### src/rtl/ptpv2_clkmon_pkg.sv
// Shared definitions for the clock rate monitor: FSM encodings and the
// default edge-count bounds for a 1000-cycle window at 25 MHz.
package ptpv2_clkmon_pkg;

   typedef enum logic [1:0] {
      ST_IDLE    = 2'd0,
      ST_ARM     = 2'd1,
      ST_MEASURE = 2'd2,
      ST_REPORT  = 2'd3
   } clkmon_state_e;

   // Expected toggle edges per 1000-cycle window (toggle = clk/16)
   localparam int XGE_MIN_CNT = 385;
   localparam int XGE_MAX_CNT = 395;
   localparam int GE_MIN_CNT  = 308;
   localparam int GE_MAX_CNT  = 317;
   localparam int FE_MIN_CNT  = 60;
   localparam int FE_MAX_CNT  = 65;

endpackage

### src/rtl/clk_mon_sync_edge.sv
// Synchronizer for an asynchronous toggle plus an any-edge pulse.
// A history flop after the last sync stage gives a clean XOR edge pulse,
// so a toggle shows up as a one-cycle o_edge SYNC_STAGES cycles later.
// SYNC_STAGES must be at least 2.
module clk_mon_sync_edge #(
   parameter int SYNC_STAGES = 2
) (
   input  logic i_clk,
   input  logic i_rst,
   input  logic i_async,
   output logic o_edge
);

   logic [SYNC_STAGES-1:0] r_sync;
   logic                   r_last;

   // Shift the async level through the chain and keep one cycle of history
   always_ff @(posedge i_clk) begin
      if (i_rst) begin
         r_sync <= '0;
         r_last <= 1'b0;
      end else begin
         r_sync <= {r_sync[SYNC_STAGES-2:0], i_async};
         r_last <= r_sync[SYNC_STAGES-1];
      end
   end

   assign o_edge = r_sync[SYNC_STAGES-1] ^ r_last;

endmodule

### src/rtl/clk_rate_monitor.sv
// Clock frequency / activity monitor in the pbus_clk domain.
// Counts edges of a toggle from the monitored domain over a fixed window
// and flags slow, fast or stopped clocks.
// Optional macro CLK_RATE_MON_STICKY_EN: flags become sticky until clear_i.
// Note: an edge seen in REPORT is carried into the next window, so in
// back-to-back mode each window covers REPORT + WIN_CYCLES cycles of edges.
module clk_rate_monitor #(
   parameter int WIN_CYCLES  = 1000,
   parameter int CNT_W       = 16,
   parameter int STOP_CYCLES = 64,
   parameter int SYNC_STAGES = 2
) (
   input  logic             pbus_clk,
   input  logic             rst_sys,
   input  logic             mon_toggle_i,
   input  logic             enable_i,
   input  logic [CNT_W-1:0] min_cnt_i,
   input  logic [CNT_W-1:0] max_cnt_i,
   input  logic             clear_i,
   output logic [CNT_W-1:0] edge_cnt_o,
   output logic             cnt_valid_o,
   output logic             rate_low_o,
   output logic             rate_high_o,
   output logic             clk_stopped_o
);
   import ptpv2_clkmon_pkg::*;

   localparam int WIN_W = $clog2(WIN_CYCLES);
   localparam int TMR_W = $clog2(STOP_CYCLES + 1);
   localparam int ARM_W = $clog2(SYNC_STAGES + 1);

   localparam logic [WIN_W-1:0] WIN_LAST = WIN_W'(WIN_CYCLES - 1);
   localparam logic [ARM_W-1:0] ARM_LAST = ARM_W'(SYNC_STAGES - 1);
   localparam logic [TMR_W-1:0] TMR_FULL = TMR_W'(STOP_CYCLES);

   clkmon_state_e    r_state, w_next;
   logic             w_edge;
   logic             w_report;
   logic             w_tmr_full;
   logic [ARM_W-1:0] r_arm_cnt;
   logic [WIN_W-1:0] r_win_cnt;
   logic [CNT_W-1:0] r_edge_cnt;
   logic [CNT_W-1:0] r_min;
   logic [CNT_W-1:0] r_max;
   logic [TMR_W-1:0] r_tmr;
   logic [CNT_W-1:0] r_edge_cnt_o;
   logic             r_cnt_valid;
   logic             r_rate_low;
   logic             r_rate_high;

   clk_mon_sync_edge #(
      .SYNC_STAGES(SYNC_STAGES)
   ) u_sync (
      .i_clk   (pbus_clk),
      .i_rst   (rst_sys),
      .i_async (mon_toggle_i),
      .o_edge  (w_edge)
   );

   assign w_report   = (r_state == ST_REPORT);
   assign w_tmr_full = (r_tmr == TMR_FULL);

   // FSM state register
   always_ff @(posedge pbus_clk) begin
      if (rst_sys) r_state <= ST_IDLE;
      else         r_state <= w_next;
   end

   // FSM next state: dropping enable aborts ARM/MEASURE without a report
   always_comb begin
      w_next = r_state;
      unique case (r_state)
         ST_IDLE:    if (enable_i) w_next = ST_ARM;
         ST_ARM:     if (!enable_i) w_next = ST_IDLE;
                     else if (r_arm_cnt == ARM_LAST) w_next = ST_MEASURE;
         ST_MEASURE: if (!enable_i) w_next = ST_IDLE;
                     else if (r_win_cnt == WIN_LAST) w_next = ST_REPORT;
         ST_REPORT:  w_next = enable_i ? ST_MEASURE : ST_IDLE;
         default:    w_next = ST_IDLE;
      endcase
   end

   // Window, arm, edge and stop counters; bounds latched at each window start
   always_ff @(posedge pbus_clk) begin
      if (rst_sys) begin
         r_arm_cnt  <= '0;
         r_win_cnt  <= '0;
         r_edge_cnt <= '0;
         r_min      <= '0;
         r_max      <= '0;
         r_tmr      <= '0;
      end else begin
         unique case (r_state)
            ST_IDLE: begin
               r_arm_cnt <= '0;
               r_win_cnt <= '0;
            end
            ST_ARM: begin
               r_arm_cnt  <= r_arm_cnt + 1'b1;
               r_win_cnt  <= '0;
               r_edge_cnt <= '0;
               r_tmr      <= '0;
               r_min      <= min_cnt_i;
               r_max      <= max_cnt_i;
            end
            ST_MEASURE: begin
               r_win_cnt <= (r_win_cnt == WIN_LAST) ? '0 : r_win_cnt + 1'b1;
               if (w_edge && (r_edge_cnt != '1)) r_edge_cnt <= r_edge_cnt + 1'b1;
               if (w_edge)           r_tmr <= '0;
               else if (!w_tmr_full) r_tmr <= r_tmr + 1'b1;
            end
            ST_REPORT: begin
               r_arm_cnt  <= '0;
               r_win_cnt  <= '0;
               r_edge_cnt <= w_edge ? CNT_W'(1) : '0;
               r_min      <= min_cnt_i;
               r_max      <= max_cnt_i;
            end
            default: r_arm_cnt <= '0;
         endcase
      end
   end

   // Publish the window result and the rate flags
   always_ff @(posedge pbus_clk) begin
      if (rst_sys) begin
         r_edge_cnt_o <= '0;
         r_cnt_valid  <= 1'b0;
         r_rate_low   <= 1'b0;
         r_rate_high  <= 1'b0;
      end else begin
         r_cnt_valid <= w_report;
         if (w_report) r_edge_cnt_o <= r_edge_cnt;
`ifdef CLK_RATE_MON_STICKY_EN
         if (w_report && (r_edge_cnt < r_min)) r_rate_low <= 1'b1;
         else if (clear_i)                     r_rate_low <= 1'b0;
         if (w_report && (r_edge_cnt > r_max)) r_rate_high <= 1'b1;
         else if (clear_i)                     r_rate_high <= 1'b0;
`else
         if (w_report) begin
            r_rate_low  <= (r_edge_cnt < r_min);
            r_rate_high <= (r_edge_cnt > r_max);
         end
`endif
      end
   end

`ifdef CLK_RATE_MON_STICKY_EN
   logic r_stop_stk;

   // Stopped flag latches until cleared; a live stop overrides the clear
   always_ff @(posedge pbus_clk) begin
      if (rst_sys)         r_stop_stk <= 1'b0;
      else if (w_tmr_full) r_stop_stk <= 1'b1;
      else if (clear_i)    r_stop_stk <= 1'b0;
   end

   assign clk_stopped_o = w_tmr_full | r_stop_stk;
`else
   logic w_unused_clear;
   assign w_unused_clear = clear_i;
   assign clk_stopped_o  = w_tmr_full;
`endif

   assign edge_cnt_o  = r_edge_cnt_o;
   assign cnt_valid_o = r_cnt_valid;
   assign rate_low_o  = r_rate_low;
   assign rate_high_o = r_rate_high;

endmodule

### config.mk
export PLATFORM = sky130hd
export DESIGN_NAME = clk_rate_monitor
export DESIGN_NICKNAME = d
export VERILOG_FILES = /design/src/rtl/ptpv2_clkmon_pkg.sv /design/src/rtl/clk_mon_sync_edge.sv /design/src/rtl/clk_rate_monitor.sv
export SDC_FILE = /design/constraint.sdc
export NUM_CORES = 1
export LEC_CHECK = 0
export CORE_ASPECT_RATIO = 0.5
export CORE_MARGIN = 5
export CORE_UTILIZATION = 56
export DETAILED_ROUTE_END_ITERATION = 16
export GPL_TIMING_DRIVEN = 1
export PLACE_DENSITY = 0.79
export SLEW_MARGIN = 20
export SYNTH_ARGS = -nofsm -noshare
export SYNTH_HDL_FRONTEND = slang
export SYNTH_HIERARCHICAL = 1
export SYNTH_SLANG_ARGS = --single-unit
### constraint.sdc
create_clock -name pbus_clk -period 2.8 [get_ports pbus_clk]
set_clock_uncertainty 0.15 [all_clocks]
set_input_delay 0.56 -clock pbus_clk [delete_from_list [all_inputs] [get_ports pbus_clk]]
set_output_delay 0.56 -clock pbus_clk [all_outputs]
set_load 0.03 [all_outputs]
# Word level (Yosys, flattened, before mapping)
# Cells that the tools add are included.
[word_totals]
reg_bits = 91
elab_cells = 59
[classes]
add_sub_neg = 4
order_cmp = 2
eq_ne = 12
n_mux = 16
bitwise_logic = 1
reduce_logical = 11
[op_table]
columns = ["cell", "count"]
rows = [
  ["$pmux W16 S3", 1],
  ["$pmux W10 S2", 1],
  ["$add A16 B1 Y16 const B", 1],
  ["$gt A16 B16 Y1", 1],
  ["$lt A16 B16 Y1", 1],
  ["$mux W16", 1],
  ["$ne A16 B16 Y1 const B", 1],
  ["$mux W7", 2],
  ["$pmux W7 S2", 1],
  ["$mux W2", 6],
  ["$add A10 B1 Y10 const B", 1],
  ["$eq A10 B10 Y1 const B", 1],
  ["$mux W10", 1],
  ["$ne A3 B3 Y1 const B", 3],
  ["$pmux W2 S4", 1],
  ["$add A7 B1 Y7 const B", 1],
  ["$eq A7 B7 Y1 const B", 1],
  ["$eq A2 B1 Y1 const B", 2],
  ["$eq A2 B2 Y1 const B", 2],
  ["$ne A2 B2 Y1 const B", 2],
  ["$pmux W2 S2", 1],
  ["$reduce_and A2 Y1", 2],
  ["$reduce_bool A2 Y1", 2],
  ["$reduce_or A2 Y1", 2],
  ["8 further kinds", 8],
]

# Depth between registers and ports, before layout
[logic_depth]
word_depth = 4
depth_mapped = 8

# Hierarchy
# The synthesis kept the hierarchy.
[modules_own_cells]
columns = ["module", "instances", "cells_per_inst", "area_each_um2", "seq_area_each_um2"]
rows = [
  ["clk_rate_monitor", 1, 559, 4594.4, 1761.7],
  ["clk_mon_sync_edge", 1, 7, 87.6, 60.1],
]

# Worst setup path after synthesis
# OpenSTA, ideal clock, no wires.
[synth_timing]
path_kind = "reg2out"
startpoint = "reg r_tmr[0]"
endpoint = "out clk_stopped_o"
arrival_ps = 1411
required_ps = 2090
path_slack_ps = 679
stages_incl_launch_ff = 5
path_cell_list = "dfxtp_1 inv_1 ha_1 or4b_4 nor2_1"
[synth_between]
elab_chain_cells = 1
[synth_lines]
columns = ["element", "line_no", "rtl"]
rows = [
  ["start: declaration", "clk_rate_monitor.sv:45", "logic [TMR_W-1:0] r_tmr;"],
  ["start signal: assignment", "clk_rate_monitor.sv:110", "else if (!w_tmr_full) r_tmr <= r_tmr + 1'b1;"],
  ["$eq A7 B7 Y1", "clk_rate_monitor.sv:61", "assign w_tmr_full = (r_tmr == TMR_FULL);"],
  ["end: declaration", "clk_rate_monitor.sv:24", "output logic clk_stopped_o"],
]
# No other way between the ends.

# Worst setup path in the final report
[layout_timing]
startpoint = "reg r_tmr[1]"
endpoint = "out clk_stopped_o"
# Same word-level chain as after synthesis.

==> impl_results.rst <==
.. list-table::
   :header-rows: 1

   * - Metric
     - Value
   * - Required time of the critical path
     - 2090 ps
   * - Final setup violation count
     - 0
   * - Antenna violations before repair
     - 0
   * - Placeable core region
     - 8060 sq um
   * - Fraction of final layout cells with drive strength greater than 1
     - 6.69%
   * - Final HPWL DP
     - 8.02 mm
   * - Net switching share of the total power
     - 24.8%
   * - Time the final worst path needs with I/O delays and setup
     - 2610 ps
   * - Cts bufs inserted
     - 9
   * - Netlist Area Pre-Place
     - 4680 sq um
   * - Critical path's largest stage delay
     - 490 ps
   * - Via Count
     - 4175
   * - Status
     - completed
   * - Fraction of power consumed by sequential logic
     - 43.5%
   * - Instance area at placement
     - 5390 sq um
   * - Category of the worst setup path launch point
     - flop
   * - Number of global-route vias before repair
     - 3906
   * - Antenna fix cells
     - 0
   * - Worst-Margin Slew
     - 744 ps
   * - Clock latency reported for the late side of the worst-skew pair
     - 340 ps
   * - Biggest fanout along the worst timing path
     - 4
   * - Slowest stage cell, crit path
     - or4b_4
   * - Layout Cell Area excl Fill
     - 5730 sq um
   * - Port Buffers
     - 55
   * - Number of I/O pins
     - 57
   * - Maximum vdd drop
     - 0.393 mV
   * - Timing-limited maximum frequency
     - 0.383 GHz
   * - TritonCTS Sinks
     - 91
   * - Clock network fraction of total power
     - 43.6%
   * - Total internal power
     - 0.00239 W
   * - Total track usage
     - 22.6%
   * - Via density per instance
     - 5.64
   * - H-tree level count
     - 3
   * - Drt first pass iters
     - 5
   * - Signal arrival time at the worst endpoint
     - 1900 ps
   * - DRC
     - 0
   * - Leak
     - 2.10 nW
   * - Post-Synthesis Net Count
     - 645
   * - Syn avg cell area
     - 8.27 sq um
   * - Worst min path class
     - reg2reg
   * - Detailed Route Iter0 Violations
     - 322
   * - Share of the cycle needed by the critical path after routing
     - 93.2%
   * - Final Slew Violations
     - 0
   * - Synth Flop Type
     - dfxtp_1
   * - Synth Register Bits
     - 91
   * - Synth unique cells
     - 61
   * - Power per Cell Area
     - 554 nW/um^2
   * - Height of the die
     - 74.7 microns
   * - Share of synthesized flip-flops with an asynchronous set or reset
     - 0%
   * - Clock tree from TritonCTS
     - built
   * - Final hold violation count
     - 0
   * - Crit end category
     - output port
   * - Final-layout setup total negative slack
     - 0 ps
   * - Comb power frac
     - 12.9%
   * - Register area share after synthesis
     - 38.9%
   * - Aggregate global routing overflow
     - 0
   * - Total number of placement rows
     - 23
   * - Die ar.
     - 10400 sq um
   * - Net switching power
     - 0.000789 W
   * - Starting Density
     - 58.1%
   * - Post-cts hold buffer count
     - 0
   * - Maximum root-to-sink buffer count
     - 2
   * - Horizontal die dimension
     - 139 microns
   * - Layout area overhead
     - 22.3%
   * - Series of cell instances along the critical path
     - inv_1 > ha_1 > or4b_4 > nor2_1 > dlygate4sd2_1
   * - Clock transition at the register clock pins on the worst setup and hold paths after CTS
     - 70 ps
   * - Max-cap violations
     - 0
   * - Final Total Pwr
     - 0.00318 W
   * - Remaining number of nets flagged by the antenna check after routing
     - 0
   * - Count of yosys warnings during synthesis
     - 6
   * - Cells after Synth
     - 566
   * - Final WL
     - 11.2 mm
   * - Wirelength per Cell
     - 15.2 microns
   * - Worst rel slew slack
     - 50.1%
   * - RSZ-0062 raised after global routing
     - no
   * - Category of the critical setup timing path
     - reg2out
   * - Largest net degree at the start of global routing
     - 37
   * - Net total in the final layout
     - 702
   * - Clock root buffer
     - clkbuf_16
   * - Routability cong.
     - 0.863
   * - First-pass GRT wire length
     - 18.9 mm
   * - Count of flip-flops with a built-in enable after synthesis
     - 0
-- state kept, by name (all words and copies together) (netlist names) --
register and flops:
rate_low_o 1, r_win_cnt 10, u_sync/r_sync 2, r_state 2
u_sync/r_last 1, r_min 16, r_edge_cnt 16, cnt_valid_o 1
r_max 16, rate_high_o 1, r_arm_cnt 2, r_tmr 7
edge_cnt_o 16
-- cells in the final DEF, fill, tap and decap left out, types with 7 or more instances in the layout --
master / synthesis / final
a21oi_1: 52 / 52
nor3_1: 9 / 9
inv_1: 43 / 43
nand3_1: 17 / 17
nand4_1: 12 / 12
a31oi_1: 7 / 7
clkbuf_16: 0 / 9
clkdlybuf4s50_1: 0 / 53
mux2i_1: 18 / 18
dfxtp_1: 91 / 91
buf_4: 0 / 16
nor2_1: 48 / 47
ha_1: 42 / 42
nand2_1: 93 / 93
-- Yosys cell counts (4+ instances only) --
cell type | count | area, sq um
xor2_1 | 4 | 35.0
o21ai_0 | 6 | 30.0
a31oi_1 | 7 | 43.8
nand3_1 | 17 | 85.1
a21oi_1 | 52 | 260
nor4_1 | 5 | 31.3
a221oi_1 | 6 | 52.6
clkbuf_1 | 16 | 60.1
ha_1 | 42 | 526
buf_2 | 7 | 35.0
a22oi_1 | 4 | 30.0
or4_1 | 5 | 37.5
inv_1 | 43 | 161
mux2i_1 | 18 | 180
xnor2_1 | 5 | 43.8
nor3_1 | 9 | 45.0
nand2_1 | 93 | 349
o211ai_1 | 4 | 30.0
dfxtp_1 | 91 | 1820
o21ai_1 | 6 | 30.0
nand4_1 | 12 | 75.1
nand2b_1 | 6 | 37.5
nor2_1 | 48 | 180
nor2b_1 | 6 | 37.5
-- kinds of logic (layout without fill, tap and decap cells) --
group	after synthesis	after routing	share of synthesized area [%]
AND/OR/NAND/NOR	224	224	22.7
AO/OA/AOI/OAI	112	112	15.6
flip-flops	91	91	38.9
buffers and inverters	69	131	5.72
adder cells (fa/ha/maj)	42	42	11.2
multiplexers	19	19	4.17
XOR/XNOR	9	9	1.68
-- metal layers --
metal | GRT usage (%) | part of all wire, % | vias to the layer above | routed length [microns]
met3 | 6.79 | 7.9 | 12 | 891
met2 | 36.6 | 44 | 160 | 4900
met5 | 0 | 0 | - | 0
li1 | - | - | 2093 | -
met4 | 5.86 | 1.0 | 0 | 113
met1 | 30.2 | 47 | 1910 | 5340
-- worst paths after layout --
check,startpoint,endpoint,slack (ps),depth (start not counted)
worst max-delay path,r_tmr[1],clk_stopped_o,190,5
worst min-delay path,u_sync/r_sync[0],u_sync/r_sync[1],290,1
worst max register to register,r_state[0],r_edge_cnt[14],490,5
worst min register to register,u_sync/r_sync[0],u_sync/r_sync[1],290,1
-- critical path: cells and delay by family (launching register included) --
kind,cells,cell delay (ps)
flip-flops,1,350
buffers and inverters,2,480
adder cells (fa/ha/maj),1,120
AND/OR/NAND/NOR,2,610
-- timing repair --
item,CTS,global route
endpoints found under the setup margin,1,0
gates resized for setup,1,0
buffers inserted,0,0
endpoints found under the hold margin,0,0
-- cell type report --
class	instances	area (sq um)
multi-input combinational	406	2590
fill	647	2330
sequential	91	1820
timing repair buffer	71	664
clock buffer	9	225
inverter	44	165
tap	112	140
clock inverter	7	116
-- power groups by stage --
stage	Clock [W]	Sequential, W	Combinational, W
final	0.00138	0.00138	0.000411
after global routing	0.00147	0.00139	0.000460
after CTS	0.00141	0.00138	0.000410
after detailed placement	0	0.00141	0.000403
after global placement	0	0.00141	0.000391
after floorplan	0	0.00140	0.000271
-- per-stage QoR --
stage | cells | util [%] | worst slack [ps] | hold slack (ps)
4_1_cts | 740 | 71.1 | 181 | 299
6_report | 740 | 71.1 | 191 | 294
3_3_place_gp | 724 | 66.9 | 285 | 274
2_1_floorplan | 566 | - | 679 | 264
3_5_place_dp | 724 | 66.9 | 279 | 281
5_1_grt | 740 | 71.1 | 109 | 319
Power figures use the tool's default switching activity.
